$ cat config.mk
export PLATFORM = sky130hd
export DESIGN_NAME = beam_thresh_servo
export DESIGN_NICKNAME = d
export VERILOG_FILES = /design/src/rtl/beam_thresh_servo.sv
export SDC_FILE = /design/constraint.sdc
export NUM_CORES = 1
export LEC_CHECK = 0
export ABC_CLOCK_PERIOD_IN_PS = 8800
export BUFFER_PORTS_ARGS = -buffer_cell sky130_fd_sc_hd__buf_2
export CAP_MARGIN = 20
export CORE_ASPECT_RATIO = 0.9
export CORE_UTILIZATION = 45
export CTS_CLUSTER_SIZE = 20
export DETAILED_ROUTE_END_ITERATION = 10
export PLACE_DENSITY = 0.66
export SLEW_MARGIN = 20
export SYNTH_ARGS = -nofsm -noshare
export SYNTH_HDL_FRONTEND = slang
export SYNTH_SLANG_ARGS = --single-unit
export TNS_END_PERCENT = 100
$ cat constraint.sdc
create_clock -name clk_i -period 8.8 [get_ports clk_i]
set_input_delay 0.88 -clock clk_i [delete_from_list [all_inputs] [get_ports clk_i]]
set_output_delay 0.88 -clock clk_i [all_outputs]
set_load 0.02 [all_outputs]
$ cat src/rtl/beam_thresh_servo.sv
// Per-beam trigger-rate servo: counts triggers per window, nudges each beam's
// threshold toward a target rate and drives the beamformer threshold-load port.
module beam_thresh_servo #(
  parameter int NBEAMS        = 8,
  parameter int CNT_BITS      = 16,
  parameter int WINDOW_CYCLES = 1000000,
  parameter int THRESH_INIT   = 9000,
  parameter int STEP          = 16
) (
  input  logic                clk_i,
  input  logic                rst_ni,
  input  logic [NBEAMS-1:0]   trigger_i,
  input  logic                enable_i,
  input  logic [CNT_BITS-1:0] target_i,
  input  logic [CNT_BITS-1:0] tol_i,
  output logic [17:0]         thresh_o,
  output logic [NBEAMS-1:0]   thresh_ce_o,
  output logic                update_o,
  output logic                busy_o
);
  localparam int TW    = 18;
  localparam int IDX_W = (NBEAMS > 1) ? $clog2(NBEAMS) : 1;
  localparam int WIN_W = $clog2(WINDOW_CYCLES);

  localparam logic [IDX_W-1:0]    LAST_IDX = IDX_W'(NBEAMS - 1);
  localparam logic [WIN_W-1:0]    LAST_WIN = WIN_W'(WINDOW_CYCLES - 1);
  localparam logic [TW-1:0]       INIT_T   = TW'(THRESH_INIT);
  localparam logic [TW-1:0]       STEP_T   = TW'(STEP);
  localparam logic [TW:0]         STEP_W   = {1'b0, STEP_T};
  localparam logic [CNT_BITS-1:0] CNT_MAX  = '1;

  if (WINDOW_CYCLES < 2 * NBEAMS + 2) begin : g_bad_window
    $error("beam_thresh_servo: WINDOW_CYCLES must be >= 2*NBEAMS+2");
  end

  typedef enum logic [2:0] {
    S_RESET,
    S_INIT,
    S_UPDATE,
    S_COUNT,
    S_CALC,
    S_WRITE
  } state_t;

  state_t              r_state;
  logic [IDX_W-1:0]    r_idx;
  logic [WIN_W-1:0]    r_win;
  logic                r_run;
  logic [CNT_BITS-1:0] r_cnt  [NBEAMS];
  logic [CNT_BITS-1:0] r_snap [NBEAMS];
  logic [TW-1:0]       r_thr  [NBEAMS];
  logic [TW-1:0]       r_thresh;
  logic [NBEAMS-1:0]   r_ce;
  logic                r_update;
  logic                r_busy;

  logic                w_term;
  logic [IDX_W-1:0]    w_idx_nxt;
  logic [TW-1:0]       w_thr_new;

  function automatic logic [CNT_BITS-1:0] sat_inc(input logic [CNT_BITS-1:0] c,
                                                  input logic             t);
    return (t && (c != CNT_MAX)) ? c + 1'b1 : c;
  endfunction

  // Deadband compares run one bit wider so target+tol and snap+tol cannot wrap.
  function automatic logic [TW-1:0] servo_step(input logic [TW-1:0]       thr,
                                               input logic [CNT_BITS-1:0] snap,
                                               input logic [CNT_BITS-1:0] target,
                                               input logic [CNT_BITS-1:0] tol);
    logic [CNT_BITS:0] hi;
    logic [CNT_BITS:0] lo;
    logic [TW:0]       up;
    hi = {1'b0, target} + {1'b0, tol};
    lo = {1'b0, snap} + {1'b0, tol};
    up = {1'b0, thr} + STEP_W;
    if ({1'b0, snap} > hi)
      return up[TW] ? '1 : up[TW-1:0];
    else if (lo < {1'b0, target})
      return (thr < STEP_T) ? '0 : thr - STEP_T;
    else
      return thr;
  endfunction

  function automatic logic [NBEAMS-1:0] onehot(input logic [IDX_W-1:0] i);
    return NBEAMS'(1) << i;
  endfunction

  assign w_term    = r_run && (r_win == LAST_WIN);
  assign w_idx_nxt = r_idx + 1'b1;
  assign w_thr_new = servo_step(r_thr[r_idx], r_snap[r_idx], target_i, tol_i);

  // Window counter and per-beam trigger counters; free-running once started.
  always_ff @(posedge clk_i or negedge rst_ni) begin
    if (!rst_ni) begin
      r_win <= '0;
      for (int b = 0; b < NBEAMS; b++) begin
        r_cnt[b]  <= '0;
        r_snap[b] <= '0;
      end
    end else if (r_run) begin
      r_win <= w_term ? '0 : r_win + 1'b1;
      for (int b = 0; b < NBEAMS; b++) begin
        if (w_term) begin
          r_snap[b] <= sat_inc(r_cnt[b], trigger_i[b]);
          r_cnt[b]  <= '0;
        end else begin
          r_cnt[b]  <= sat_inc(r_cnt[b], trigger_i[b]);
        end
      end
    end
  end

  // Sequencer: outputs are registered alongside the state they belong to.
  always_ff @(posedge clk_i or negedge rst_ni) begin
    if (!rst_ni) begin
      r_state  <= S_RESET;
      r_idx    <= '0;
      r_run    <= 1'b0;
      r_thresh <= '0;
      r_ce     <= '0;
      r_update <= 1'b0;
      r_busy   <= 1'b0;
      for (int b = 0; b < NBEAMS; b++) r_thr[b] <= INIT_T;
    end else begin
      r_update <= 1'b0;
      r_ce     <= '0;
      case (r_state)
        S_RESET: begin
          r_state  <= S_INIT;
          r_idx    <= '0;
          r_ce     <= onehot('0);
          r_thresh <= INIT_T;
          r_busy   <= 1'b1;
          for (int b = 0; b < NBEAMS; b++) r_thr[b] <= INIT_T;
        end
        S_INIT: begin
          if (r_idx == LAST_IDX) begin
            r_state  <= S_UPDATE;
            r_update <= 1'b1;
          end else begin
            r_idx    <= w_idx_nxt;
            r_ce     <= onehot(w_idx_nxt);
            r_thresh <= INIT_T;
          end
        end
        S_UPDATE: begin
          r_state <= S_COUNT;
          r_busy  <= 1'b0;
          r_run   <= 1'b1;
        end
        S_COUNT: begin
          if (w_term && enable_i) begin
            r_state <= S_CALC;
            r_idx   <= '0;
            r_busy  <= 1'b1;
          end
        end
        S_CALC: begin
          r_thr[r_idx] <= w_thr_new;
          if (r_idx == LAST_IDX) begin
            r_state  <= S_WRITE;
            r_idx    <= '0;
            r_ce     <= onehot('0);
            r_thresh <= (NBEAMS == 1) ? w_thr_new : r_thr[0];
          end else begin
            r_idx <= w_idx_nxt;
          end
        end
        S_WRITE: begin
          if (r_idx == LAST_IDX) begin
            r_state  <= S_UPDATE;
            r_update <= 1'b1;
          end else begin
            r_idx    <= w_idx_nxt;
            r_ce     <= onehot(w_idx_nxt);
            r_thresh <= r_thr[w_idx_nxt];
          end
        end
        default: r_state <= S_RESET;
      endcase
    end
  end

  assign thresh_o    = r_thresh;
  assign thresh_ce_o = r_ce;
  assign update_o    = r_update;
  assign busy_o      = r_busy;

endmodule

==> results.cfg <==
[power]
p_leak_nw = 12.34
irDropWorstVdd_uv = 132.4
p_per_area_nw_per_um2 = 174.5
totalPowerFinal_w = 0.005066

[logic_synthesis]
synth_top_area_share_pct = 39.39
yosysWarnings = 0
syn_area_per_cell_um2 = 9.251
synthAdderAreaFrac_pct = 3.948
synth_area_leaders = dfrtp_1 39%, o21ai_0 9.1%, nand2_1 5.8%, dfstp_2 4.0%, ha_1 3.8%
synth_top_family_by_area = compound AO/OA/AOI/OAI gates
ys_seq_area_share_pct = 43.38
async_flop_share_pct = 100.0
synth_seq_cells = 455
yosys.area_share.simple_pct = 16.79
synth_fp_nets = 2975
synth_edf_count = 0
muxShareOfSynthArea_pct = 6.017
yosysTopAreaCell = dfrtp_1
syn_area_um2 = 26370
synth_xor_area_share_pct = 5.614
synth_cells = 2850
ys.flop_type = dfrtp_1
synth_compound_area_share_pct = 20.33
synth_cell_type_count = 90

[setup_path]
crit_top_cell = a21oi_1
start_kind = flop
crit_path_max_fanout = 24
criticalPathCategory = flop to flop
crit_chain = clkinv_1 > nor3_2 > buf_4 > a22oi_1 > and4_1 > inv_1 > ha_1 > a21o_1 > a21oi_1 > nand2b_1 > a21oi_1 > a211o_1 > o211ai_1 > o2111ai_1 > a21oi_1 > xnor2_1 > ha_1 > a21boi_0 > a2111oi_0 > o211ai_1 > nor2_1 > nor3_1 > a211oi_1 > o21ai_0
rr_worst_depth = 24
end_kind = flop
slowest_delay_ns = 0.78
cp_slowest_cell = a211oi_1
cp.required_ns = 9.25
reg2reg_from = r_idx[2]
r2r_slack_ns = 0.96
r2r-end = r_thr[22]
cp.arrival_ns = 8.29

[timing]
hold-worst-slack_ns = 0.3682
finalCriticalPeriod_ns = 7.842
fin_skew_ns = 0.03316
fin_crit_sh_pct = 89.11
rsz0062_at_grt = no
setup-violations-final = 0
fin_tns_setup_ns = 0
slew_headroom_pct = 23.19
slew_viol_final = 0
hold_violations = 0
worst_pin_slew_ns = 1.152
fmax_mhz = 127.5

[route]
drc = 0
antenna_left = 0
drt_iter0_markers = 2206
vias_per_cell = 6.116
routed_wl_um = 77600
first_pass_iters = 6
vias = 22153
wl_per_cell_um = 21.42

[clock_tree]
clock_sinks = 455
cts_resized = 0
clock_latency_ns = 0.62
cts_tree = yes
cts_max_level = 2
hold_buffers = 0
numCtsBuffers = 51
ctsRootBufferMaster = clkbuf_16
clkSlewWorstSetupHoldPaths_ns = 0.06
cts_setup_buffers = 0
clock_path_buffers = 3

[die]
initial_core_util_pct = 45.91
num_rows = 83
dieArea_um2 = 59560
coreArea_um2 = 57430
die_w_um = 257.1
ioPinCount = 71
die_h_um = 231.6

[worst_hold_path]
min_path_type = input pin to async pin

[layout]
diodes = 0
fillers = 5214
final_net_count = 2943
drive_above_1_share_pct = 11.80
area_growth_pct = 10.09
final_core_util_pct = 50.54

[run]
drv_cap = 0

[global_routing]
grt_util_all_layers_pct = 25.94
grt_pass1_vias = 21087
grt_first_pass_wirelength_um = 122300
antenna_found_initial = 0
grt.overflow.total = 0
grt_start_max_net_pins = 185

[placed_design]
hpwl_um = 52580
port_buffers = 70
gp_congestion = 0.9582

[run_status]
status = finished clean
[per-stage QoR]
stage          setup slack, ns  std cells  instance area (µm²)
5_1_grt                 0.1747       3622                29030
3_3_place_gp             1.128       3529                27230
3_5_place_dp             1.082       3529                27230
6_report                0.9585       3622                29030
4_1_cts                  1.050       3621                29010
2_1_floorplan            2.369       2850                26370
[flip-flops by register name (all words and copies together), names as in the netlist]
signal       count
r_snap         128
r_thr          144
r_win           20
thresh_o        18
r_idx            3
busy_o           1
thresh_ce_o      8
update_o         1
r_run            1
r_state          3
r_cnt          128
[worst max-delay path by stage]
stage          cells past startpoint  startpoint  slack [ns]          to
2_1_floorplan                     29    r_idx[0]        2.37  r_thr[103]
3_3_place_gp                      28    r_idx[0]        1.13   r_thr[63]
3_5_place_dp                      28    r_idx[0]        1.08    r_thr[9]
4_1_cts                           28    r_idx[0]        1.05   r_thr[58]
5_1_grt                           28    r_idx[0]        0.17   r_thr[27]
6_report                          24    r_idx[2]        0.96   r_thr[22]
[layer usage]
| layer | vias to the layer above | GRT usage (%) | share of wire [%] |
|---|---|---|---|
| met5 | - | 0 | 0 |
| met4 | 0 | 9.840 | 3.7 |
| met3 | 185 | 3.762 | 5.9 |
| met2 | 739 | 42.57 | 48 |
| met1 | 10932 | 34.73 | 43 |
| li1 | 10297 | - | - |
[layout make-up]
type / instances / area [µm²] / share of cell area, %
Clock buffer: 66 / 1393 / 4.798
Clock inverter: 26 / 387.9 / 1.336
Inverter: 55 / 206.4 / 0.7113
Multi-Input combinational cell: 2148 / 13970 / 48.14
Sequential cell: 455 / 11440 / 39.42
Tap cell: 765 / 957.2 / 3.298
Timing Repair Buffer: 107 / 666.9 / 2.298
[synthesized netlist by cell type (18+ instances only)]
| cell type | count |
|---|---|
| a22oi_1 | 69 |
| xor2_1 | 62 |
| nand4_1 | 55 |
| ha_1 | 80 |
| nand3_1 | 167 |
| mux2i_1 | 46 |
| and2_1 | 22 |
| o21ai_0 | 477 |
| nor2_1 | 94 |
| nor3_1 | 24 |
| mux4_2 | 42 |
| dfrtp_1 | 415 |
| a21oi_1 | 85 |
| inv_1 | 53 |
| a22o_1 | 18 |
| xnor2_1 | 107 |
| nand2_1 | 407 |
| and3_1 | 66 |
| dfstp_2 | 40 |
| o31ai_1 | 47 |
| clkbuf_1 | 163 |
[kinds of logic (layout without fill, tap and decap cells)]
group                      Yosys count  count (layout)
adders and majority gates           82              82
and+or+nand+nor                    928             928
AOI/OAI and AO/OA                  870             870
muxes                               99              99
DFF                                455             455
xor gates and xnor gates           169             169
buffers and inverters              247             254
[cell usage in the layout (no fill, tap or decap), types with 17 or more instances in the layout]
cell type    n
a21oi_1     85
a22o_1      18
a22oi_1     69
and2_1      22
and3_1      65
buf_2       69
buf_4       34
clkbuf_16   51
dfrtp_1    412
dfstp_2     40
ha_1        80
inv_1       52
mux2i_1     46
mux4_2      42
nand2_1    406
nand3_1    166
nand4_1     55
nor2_1      91
nor2b_1     17
nor3_1      19
o21ai_0    477
o31ai_1     46
xnor2_1    107
xor2_1      62
[power breakdown]
part / internal [W] / leakage [nW] / switching (W)
registers: 0.00217 / 5.42 / 0.000116
clock network: 0.00136 / 0.879 / 0.000913
logic: 0.000198 / 6.05 / 0.000311
total: 0.00373 / 12.3 / 0.00134
[worst max-delay path, delay by kind of cell (launching register included)]
family | cells | cell delay (ns)
flops | 1 | 0.76
compound gates | 13 | 3.48
xor+xnor | 1 | 0.14
simple gates | 5 | 1.74
fa+ha+maj | 2 | 0.51
buf+inv | 3 | 1.02
(Power assumes the default switching activity.)
